## src/rtl/exu_issue_ctrl.sv

```systemverilog
// Execute-stage issue controller: owns the ID/EX valid bit, steers the ID/EX
// register (load / hold / bubble), and sequences multi-cycle MDU operations.
module exu_issue_ctrl #(
    parameter int MDU_TIMEOUT = 64,
    parameter int PERF_W      = 32
) (
    input  logic              clk,
    input  logic              rst,
    input  logic              IDU_valid,
    output logic              IDU_ready,
    input  logic [4:0]        IDU_rs1,
    input  logic [4:0]        IDU_rs2,
    input  logic              IDU_use_rs1,
    input  logic              IDU_use_rs2,
    input  logic              IDU_mdu_op,
    input  logic [4:0]        EXU_rd,
    input  logic              EXU_mem_to_reg,
    input  logic              EXU_write_gpr,
    input  logic              BRANCH_PCSrc,
    input  logic              MDU_done,
    input  logic              MEM_ready,
    output logic              IDEX_load,
    output logic              IDEX_clear,
    output logic              EXU_valid,
    output logic              EXU_out_valid,
    output logic              MDU_start,
    output logic              EXU_timeout,
    output logic [PERF_W-1:0] PERF_stall_cnt,
    output logic [PERF_W-1:0] PERF_bubble_cnt,
    output logic [1:0]        dbg_state
);

    localparam logic [1:0] ST_RUN      = 2'd0;
    localparam logic [1:0] ST_MDU_WAIT = 2'd1;
    localparam logic [1:0] ST_HOLD     = 2'd2;
    localparam logic [1:0] ST_HALT     = 2'd3;

    localparam int TW = (MDU_TIMEOUT > 2) ? $clog2(MDU_TIMEOUT) : 1;
    localparam logic [TW-1:0] TMO_LAST = TW'(MDU_TIMEOUT - 1);

    logic [1:0]    state;
    logic          exu_valid_q;
    logic          mdu_pend;
    logic [TW-1:0] tmo_cnt;
    logic          timeout_q;

    logic empty;
    logic result_rdy;
    logic advance;
    logic flush;
    logic hazard;
    logic load_use;

    // Handshakes: ID hands over when IDU_valid & IDU_ready; EXU hands to MEM
    // when EXU_out_valid & MEM_ready ("advance"). Nothing moves otherwise.
    always_comb begin
        empty = (state == ST_RUN) && !exu_valid_q;
        case (state)
            ST_RUN:      result_rdy = exu_valid_q && (!mdu_pend || MDU_done);
            ST_MDU_WAIT: result_rdy = MDU_done;
            default:     result_rdy = 1'b1;
        endcase
    end

    assign advance = result_rdy && MEM_ready && (state != ST_HALT);
    assign flush   = advance && BRANCH_PCSrc;

    assign hazard = exu_valid_q && EXU_mem_to_reg && EXU_write_gpr &&
                    (EXU_rd != 5'd0) && IDU_valid &&
                    ((IDU_use_rs1 && (IDU_rs1 == EXU_rd)) ||
                     (IDU_use_rs2 && (IDU_rs2 == EXU_rd)));

    assign load_use = advance && !flush && hazard;

    // A bubble is loaded on flush, load-use, and whenever the stage frees up
    // with nothing to take from ID; the clear always wins over the load.
    assign IDU_ready     = empty || (advance && !load_use);
    assign IDEX_clear    = rst || flush || load_use || ((empty || advance) && !IDU_valid);
    assign IDEX_load     = !IDEX_clear && IDU_ready && IDU_valid;
    assign EXU_valid     = exu_valid_q;
    assign EXU_out_valid = result_rdy;
    assign MDU_start     = (state == ST_RUN) && exu_valid_q && mdu_pend;
    assign EXU_timeout   = timeout_q;
    assign dbg_state     = state;

    always_ff @(posedge clk or posedge rst) begin
        if (rst) begin
            state           <= ST_RUN;
            exu_valid_q     <= 1'b0;
            mdu_pend        <= 1'b0;
            tmo_cnt         <= '0;
            timeout_q       <= 1'b0;
            PERF_stall_cnt  <= '0;
            PERF_bubble_cnt <= '0;
        end else begin
            if (empty || advance)
                exu_valid_q <= IDEX_load;

            if (IDEX_load)
                mdu_pend <= IDU_mdu_op;
            else if (MDU_start || advance)
                mdu_pend <= 1'b0;

            if (IDU_valid && !IDU_ready)
                PERF_stall_cnt <= PERF_stall_cnt + PERF_W'(1);
            if (flush || load_use)
                PERF_bubble_cnt <= PERF_bubble_cnt + PERF_W'(1);

            case (state)
                ST_RUN: begin
                    if (exu_valid_q) begin
                        if (mdu_pend && !MDU_done) begin
                            state   <= ST_MDU_WAIT;
                            tmo_cnt <= '0;
                        end else if (!MEM_ready) begin
                            state <= ST_HOLD;
                        end
                    end
                end
                ST_MDU_WAIT: begin
                    if (MDU_done) begin
                        state <= MEM_ready ? ST_RUN : ST_HOLD;
                    end else if (tmo_cnt == TMO_LAST) begin
                        state     <= ST_HALT;
                        timeout_q <= 1'b1;
                    end else begin
                        tmo_cnt <= tmo_cnt + TW'(1);
                    end
                end
                ST_HOLD: begin
                    if (MEM_ready)
                        state <= ST_RUN;
                end
                default: ;
            endcase
        end
    end

endmodule

```

## config.mk

```make
export PLATFORM = sky130hd
export DESIGN_NAME = exu_issue_ctrl
export DESIGN_NICKNAME = d
export VERILOG_FILES = /design/src/rtl/exu_issue_ctrl.sv
export SDC_FILE = /design/constraint.sdc
export NUM_CORES = 1
export LEC_CHECK = 0
export CAP_MARGIN = 5
export CORE_ASPECT_RATIO = 0.5
export CORE_MARGIN = 3
export CORE_UTILIZATION = 40
export DETAILED_ROUTE_END_ITERATION = 6
export HOLD_SLACK_MARGIN = 0.12
export MAX_ROUTING_LAYER = met4
export PLACE_DENSITY = 0.67
export SYNTH_ARGS = -nofsm -noshare
export SYNTH_HDL_FRONTEND = slang
export SYNTH_SLANG_ARGS = --single-unit
```

## constraint.sdc

```tcl
create_clock -name clk -period 3.07 [get_ports clk]
set_clock_uncertainty 0.1 [all_clocks]
set_input_delay 0.4605 -clock clk [delete_from_list [all_inputs] [get_ports clk]]
set_output_delay 0.4605 -clock clk [all_outputs]
set_load 0.005 [all_outputs]
```

==> impl_metrics.ini, run 1 <==
[outcome]
status = completed

[placed_design]
dp.cells = 624
portBuffers = 98
hpwlAfterDp_microns = 6410
gp_congestion = 0.770
dp_slack_ps = -164

[setup_path]
endpoint_kind = output port
arrival_ps = 2420
worst_path_max_delay_cell = or4_4
slowest_delay_ps = 540
path_cells = clkdlybuf4s50_1, or4_4, o211ai_1, buf_4, nor2_4, a21oi_4, and4bb_2, dlygate4sd2_1
critPathLaunchType = input port
cp.required_ps = 2510
crit_fanout = 3
crit_type = input port to output port

[floorplan]
io_pins = 99
num_rows = 25
die_w_microns = 147
coreArea_sq_um = 9570
start_util_pct = 41.6
die_area_sq_um = 11300
dieHeight_microns = 76.6

[detailed_routing]
drt-initial-drc-count = 201
totalWireLength_microns = 9270
num_vias = 3191
drtAntennaViolNets = 0
viasPerCell = 4.95
firstDrtPassIters = 4
drc = 0
avgRoutedWirePerCell_microns = 14.4

[cells_and_area]
multi_input_area_sq_um = 2060
postLayoutCoreUtil_pct = 59.0
nets = 537
area_growth_pct = 41.7
drive_gt1_share_pct = 14.9
mostFrequentLayoutCells = 95 x clkdlybuf4s50_1, 75 x dfrtp_1, 44 x xor2_1
register_area_sq_um = 1880
diodes = 0
fillers = 815
mostFrequentLayoutCell = clkdlybuf4s50_1
stdcell_count = 644

[global_routing]
grt_pass1_wl_microns = 15900
grt_pass1_vias = 3167
antenna_found_initial = 0
grt_max_degree = 76
grt_usage_pct = 17.6
grt_remaining_overflow = 0

[synth]
synth_cells = 379
ys_ff_latch = 75
synthArstFlopShare_pct = 100
ys.flop_type = dfrtp_1
syn_nets = 412
seq_area_frac_synth_pct = 47.1
syn_area_sq_um = 3990
yosys_warnings = 0
synth-edff-count = 0
synth.distinct_cells = 47
syn_area_per_cell_sq_um = 10.5

[clock_network]
clkSlewWorstSetupHoldPaths_ps = 60
clkLatencyLatePin_ps = 330
ctsHtreeMaxLevel = 3
numCtsBuffers = 9
cts.hold.buffers_added = 0
cts_tree = built
cts_sinks = 75
root_buffer = clkbuf_16
max-clock-path-buffers = 2

[sta]
slew_headroom_pct = 37.3
hold_violations = 0
worst_slew_pin_slew_ps = 940
setup_slack_ps = 87.8
holdWs_ps = 362
finalCritPeriodShare_pct = 97.1
fmax_mhz = 335
rsz0062_at_grt = false
fin_crit_ps = 2980
slew_violations = 0
finalSetupViolCount = 0

[pwr]
p_total_w = 0.00340
powerDensity_nw_per_um2 = 602
leakage_nw = 2.49
peakVddDrop_mv = 0.366

[min_path]
hold_class = flip-flop to flip-flop

[job]
maxCapViolCount = 0
[flip-flops by register name, indices dropped and copies added, names as in the netlist]
register,flops
PERF_bubble_cnt,32
dbg_state,2
PERF_stall_cnt,32
tmo_cnt,6
EXU_valid,1
EXU_timeout,1
mdu_pend,1
[cell usage after synthesis, types with 3 or more instances]
library cell | number | area, sq um
dfrtp_1 | 75 | 1880
nand2b_1 | 6 | 37.5
nor2_1 | 16 | 60.1
and4_1 | 4 | 35.0
a21oi_1 | 5 | 25.0
nand2_1 | 36 | 135
ha_1 | 7 | 87.6
nor3_1 | 14 | 70.1
nand3_1 | 28 | 140
mux2i_1 | 3 | 30.0
nor4_2 | 11 | 138
a21o_1 | 3 | 22.5
nand4_1 | 14 | 87.6
mux2_2 | 3 | 33.8
xnor2_1 | 30 | 263
o21ai_0 | 7 | 35.0
buf_2 | 5 | 25.0
xor2_1 | 44 | 385
nor4b_2 | 4 | 60.1
and3_1 | 17 | 106
nor3_2 | 3 | 30.0
clkbuf_1 | 4 | 15.0
inv_1 | 9 | 33.8
[worst max-delay path, delay by kind of cell]
| family | cells | cell delay [ps] |
|---|---|---|
| AOI/OAI and AO/OA | 2 | 310 |
| buffers and inverters | 3 | 820 |
| and+or+nand+nor | 3 | 830 |
[timing repair]
| action | in CTS | in global routing |
|---|---|---|
| cloned | 0 | 0 |
| endpoints found under the setup margin | 3 | 3 |
| buffers inserted | 4 | 0 |
| pin swaps | 2 | 2 |
| resized for setup | 8 | 5 |
[cells by family (layout without fill, tap and decap cells)]
family | count (synthesis) | in the layout | share of synthesized area [%]
AO/OA/AOI/OAI | 26 | 26 | 4.46
XOR/XNOR | 74 | 74 | 16.3
adder cells (fa/ha/maj) | 7 | 7 | 2.20
buffers and inverters | 21 | 151 | 2.32
flip-flops | 75 | 75 | 47.1
multiplexers | 7 | 7 | 1.88
AND/OR/NAND/NOR | 169 | 169 | 25.8
[final timing paths]
path                              start                   to  slack [ps]  cells after the start
setup / recovery              EXU_rd[1]            IDEX_load          90                      8
hold / removal              EXU_timeout          EXU_timeout         360                      1
setup reg to reg           dbg_state[0]   PERF_stall_cnt[22]         440                     10
hold reg to reg             EXU_timeout          EXU_timeout         360                      1
max in group asynchronous           rst  PERF_bubble_cnt[28]        1570                      3
min in group asynchronous           rst   PERF_stall_cnt[19]         700                      3
[area by class of cell]
class                   count  share of cell area [%]
well taps                 135                    2.99
inverters                  10                   0.665
flip-flops and latches     75                    33.2
clock inverters             5                    1.37
repair buffers            125                    21.1
clock buffers              11                    4.12
multi-input cells         283                    36.5
[where the power goes]
group,internal [W],switching (W)
Sequential,0.00111,0.000142
Clock,0.000709,0.000403
Combinational,0.000586,0.000452
[per-stage QoR]
| stage | setup TNS (ps) | cell area, sq um |
|---|---|---|
| 2_1_floorplan | 0 | 3990 |
| 6_report | 0 | 5650 |
| 4_1_cts | 0 | 5630 |
| 3_5_place_dp | -379 | 5270 |
| 3_3_place_gp | -266 | 5270 |
| 5_1_grt | 0 | 5650 |
[per-layer routing]
metal  share of wire, %  up-vias  global-route usage (%)
met3                3.3        6                    4.04
li1                   -     1584                       -
met4               0.87        0                    4.74
met1                 48     1544                    22.9
met5                  0        -                       -
met2                 47       57                    27.8
(Power assumes the default switching activity.)
==> inputs of run 2 (changes only) <==
Settings changed: CORE_MARGIN 3 to not set.
==> run 2 against run 1 <==
Against the previous run: sequential power barely moved; final area rose by 0.16%; cell count rose by 0.31%; highest routed layer unchanged; utilization rose by 0.091 points; clock-buffer cell count did not move; first-iteration DRC count fell by 27%.
==> impl_metrics.ini, run 2 (same netlist as run 1, synthesis figures left out) <==
[outcome]
status = completed

[pwr]
powerDensity_nw_per_um2 = 607
peakVddDrop_mv = 0.352
comb_power_share_pct = 29.6
switchingPower_w = 0.000987
p_clk_share_pct = 34.0
leakage_nw = 2.51
p_seq_share_pct = 36.3
internal_power_w = 0.00245
p_total_w = 0.00343
power_switching_share_pct = 28.7

[sta]
holdWs_ps = 359
finalSetupViolCount = 0
hold_violations = 0
finalCritPeriodShare_pct = 97.9
fmax_mhz = 333
slew_violations = 0
slew_headroom_pct = 38.1
fin_crit_ps = 3000
fin_setup_tns_ps = 0
worst_slew_pin_slew_ps = 928

[setup_path]
endpoint_kind = output port
worst_path_max_delay_cell = or4_4
arrival_ps = 2440
cp.required_ps = 2510
crit_fanout = 3
slowest_delay_ps = 530
crit_type = input port to output port
path_cells = clkdlybuf4s50_1, or4_4, o211ai_1, buf_4, nor2_4, a21oi_4, and2_4, o21ai_0, dlygate4sd2_1
critPathLaunchType = input port

[detailed_routing]
viasPerCell = 4.93
totalWireLength_microns = 8740
firstDrtPassIters = 5
drtAntennaViolNets = 0
drc = 0
num_vias = 3184
avgRoutedWirePerCell_microns = 13.5
drt-initial-drc-count = 147

[cells_and_area]
postLayoutCoreUtil_pct = 59.1
area_growth_pct = 41.9
mostFrequentLayoutCell = clkdlybuf4s50_1
top_regs = PERF_bubble_cnt x32, PERF_stall_cnt x32, tmo_cnt x6
mostFrequentLayoutCells = 94 x clkdlybuf4s50_1, 75 x dfrtp_1, 44 x xor2_1
drive_gt1_share_pct = 15.7
diodes = 0
nets = 539

[min_path]
hold_class = flip-flop to flip-flop

[global_routing]
antenna_found_initial = 0
grt_max_degree = 76
grt_remaining_overflow = 0
grt_pass1_wl_microns = 14200
grt_usage_pct = 18.2
grt_pass1_vias = 2929

[placed_design]
hpwlAfterDp_microns = 6150
gp_congestion = 0.802
portBuffers = 98

[floorplan]
num_rows = 25
die_w_microns = 143
start_util_pct = 41.6
die_area_sq_um = 10400
io_pins = 99
coreArea_sq_um = 9570
dieHeight_microns = 72.6

[clock_network]
clkSlewWorstSetupHoldPaths_ps = 60
clkLatencyLatePin_ps = 320
numCtsBuffers = 9
max-clock-path-buffers = 2
cts.hold.buffers_added = 0
cts_sinks = 75
ctsHtreeMaxLevel = 3
cts_tree = built
root_buffer = clkbuf_16

[job]
maxCapViolCount = 0
## run 2: through the flow
stage          cells  setup slack, ps  instance area, sq um
2_1_floorplan    379             75.0                  3990
3_3_place_gp     623             -142                  5250
3_5_place_dp     623             -186                  5250
4_1_cts          645             45.1                  5640
5_1_grt          646            -20.1                  5660
6_report         646             66.0                  5660
## run 2: final timing paths
kind,from,end,slack (ps),cells past startpoint
worst max register to register,dbg_state[0],PERF_stall_cnt[22],300,10
worst max-delay path,EXU_rd[4],IDEX_clear,70,9
min in group asynchronous,rst,PERF_stall_cnt[0],690,3
worst min-delay path,EXU_timeout,EXU_timeout,360,1
worst min register to register,EXU_timeout,EXU_timeout,360,1
max in group asynchronous,rst,PERF_bubble_cnt[24],1580,3
## run 2: final cells by class
type / instances / area (sq um)
inverter: 10 / 37.5
clock inverter: 5 / 82.6
multi-input combinational: 283 / 2040
fill: 834 / 3920
timing repair buffer: 127 / 1190
tap: 135 / 169
clock buffer: 11 / 253
sequential: 75 / 1880
## run 2: what timing repair did
action	CTS	global route
gates cloned	0	0
gates resized for setup	7	4
endpoints found under the setup margin	3	4
setup buffers	6	1
pin swaps	3	3
## run 2: routing by layer
| metal | up-vias | part of all wire, % | wire length [microns] | global-route usage [%] |
|---|---|---|---|---|
| li1 | 1583 | - | - | - |
| met1 | 1543 | 50 | 4380 | 24.4 |
| met2 | 52 | 46 | 4040 | 27.9 |
| met3 | 6 | 3.1 | 270 | 4.59 |
| met4 | 0 | 0.50 | 44 | 3.94 |
| met5 | - | 0 | 0 | - |
## run 2: power groups by stage
stage               Combinational, W  Sequential, W  Clock (W)
floorplan                   0.000480        0.00125          0
global placement            0.000975        0.00126          0
detailed placement          0.000980        0.00126          0
CTS                          0.00102        0.00125    0.00119
global route                 0.00112        0.00127    0.00124
finish                       0.00102        0.00125    0.00117
## run 2: critical path: cells and delay by family
family,cells,cell delay [ps]
simple gates,3,730
compound gates,3,400
buf+inv,3,850
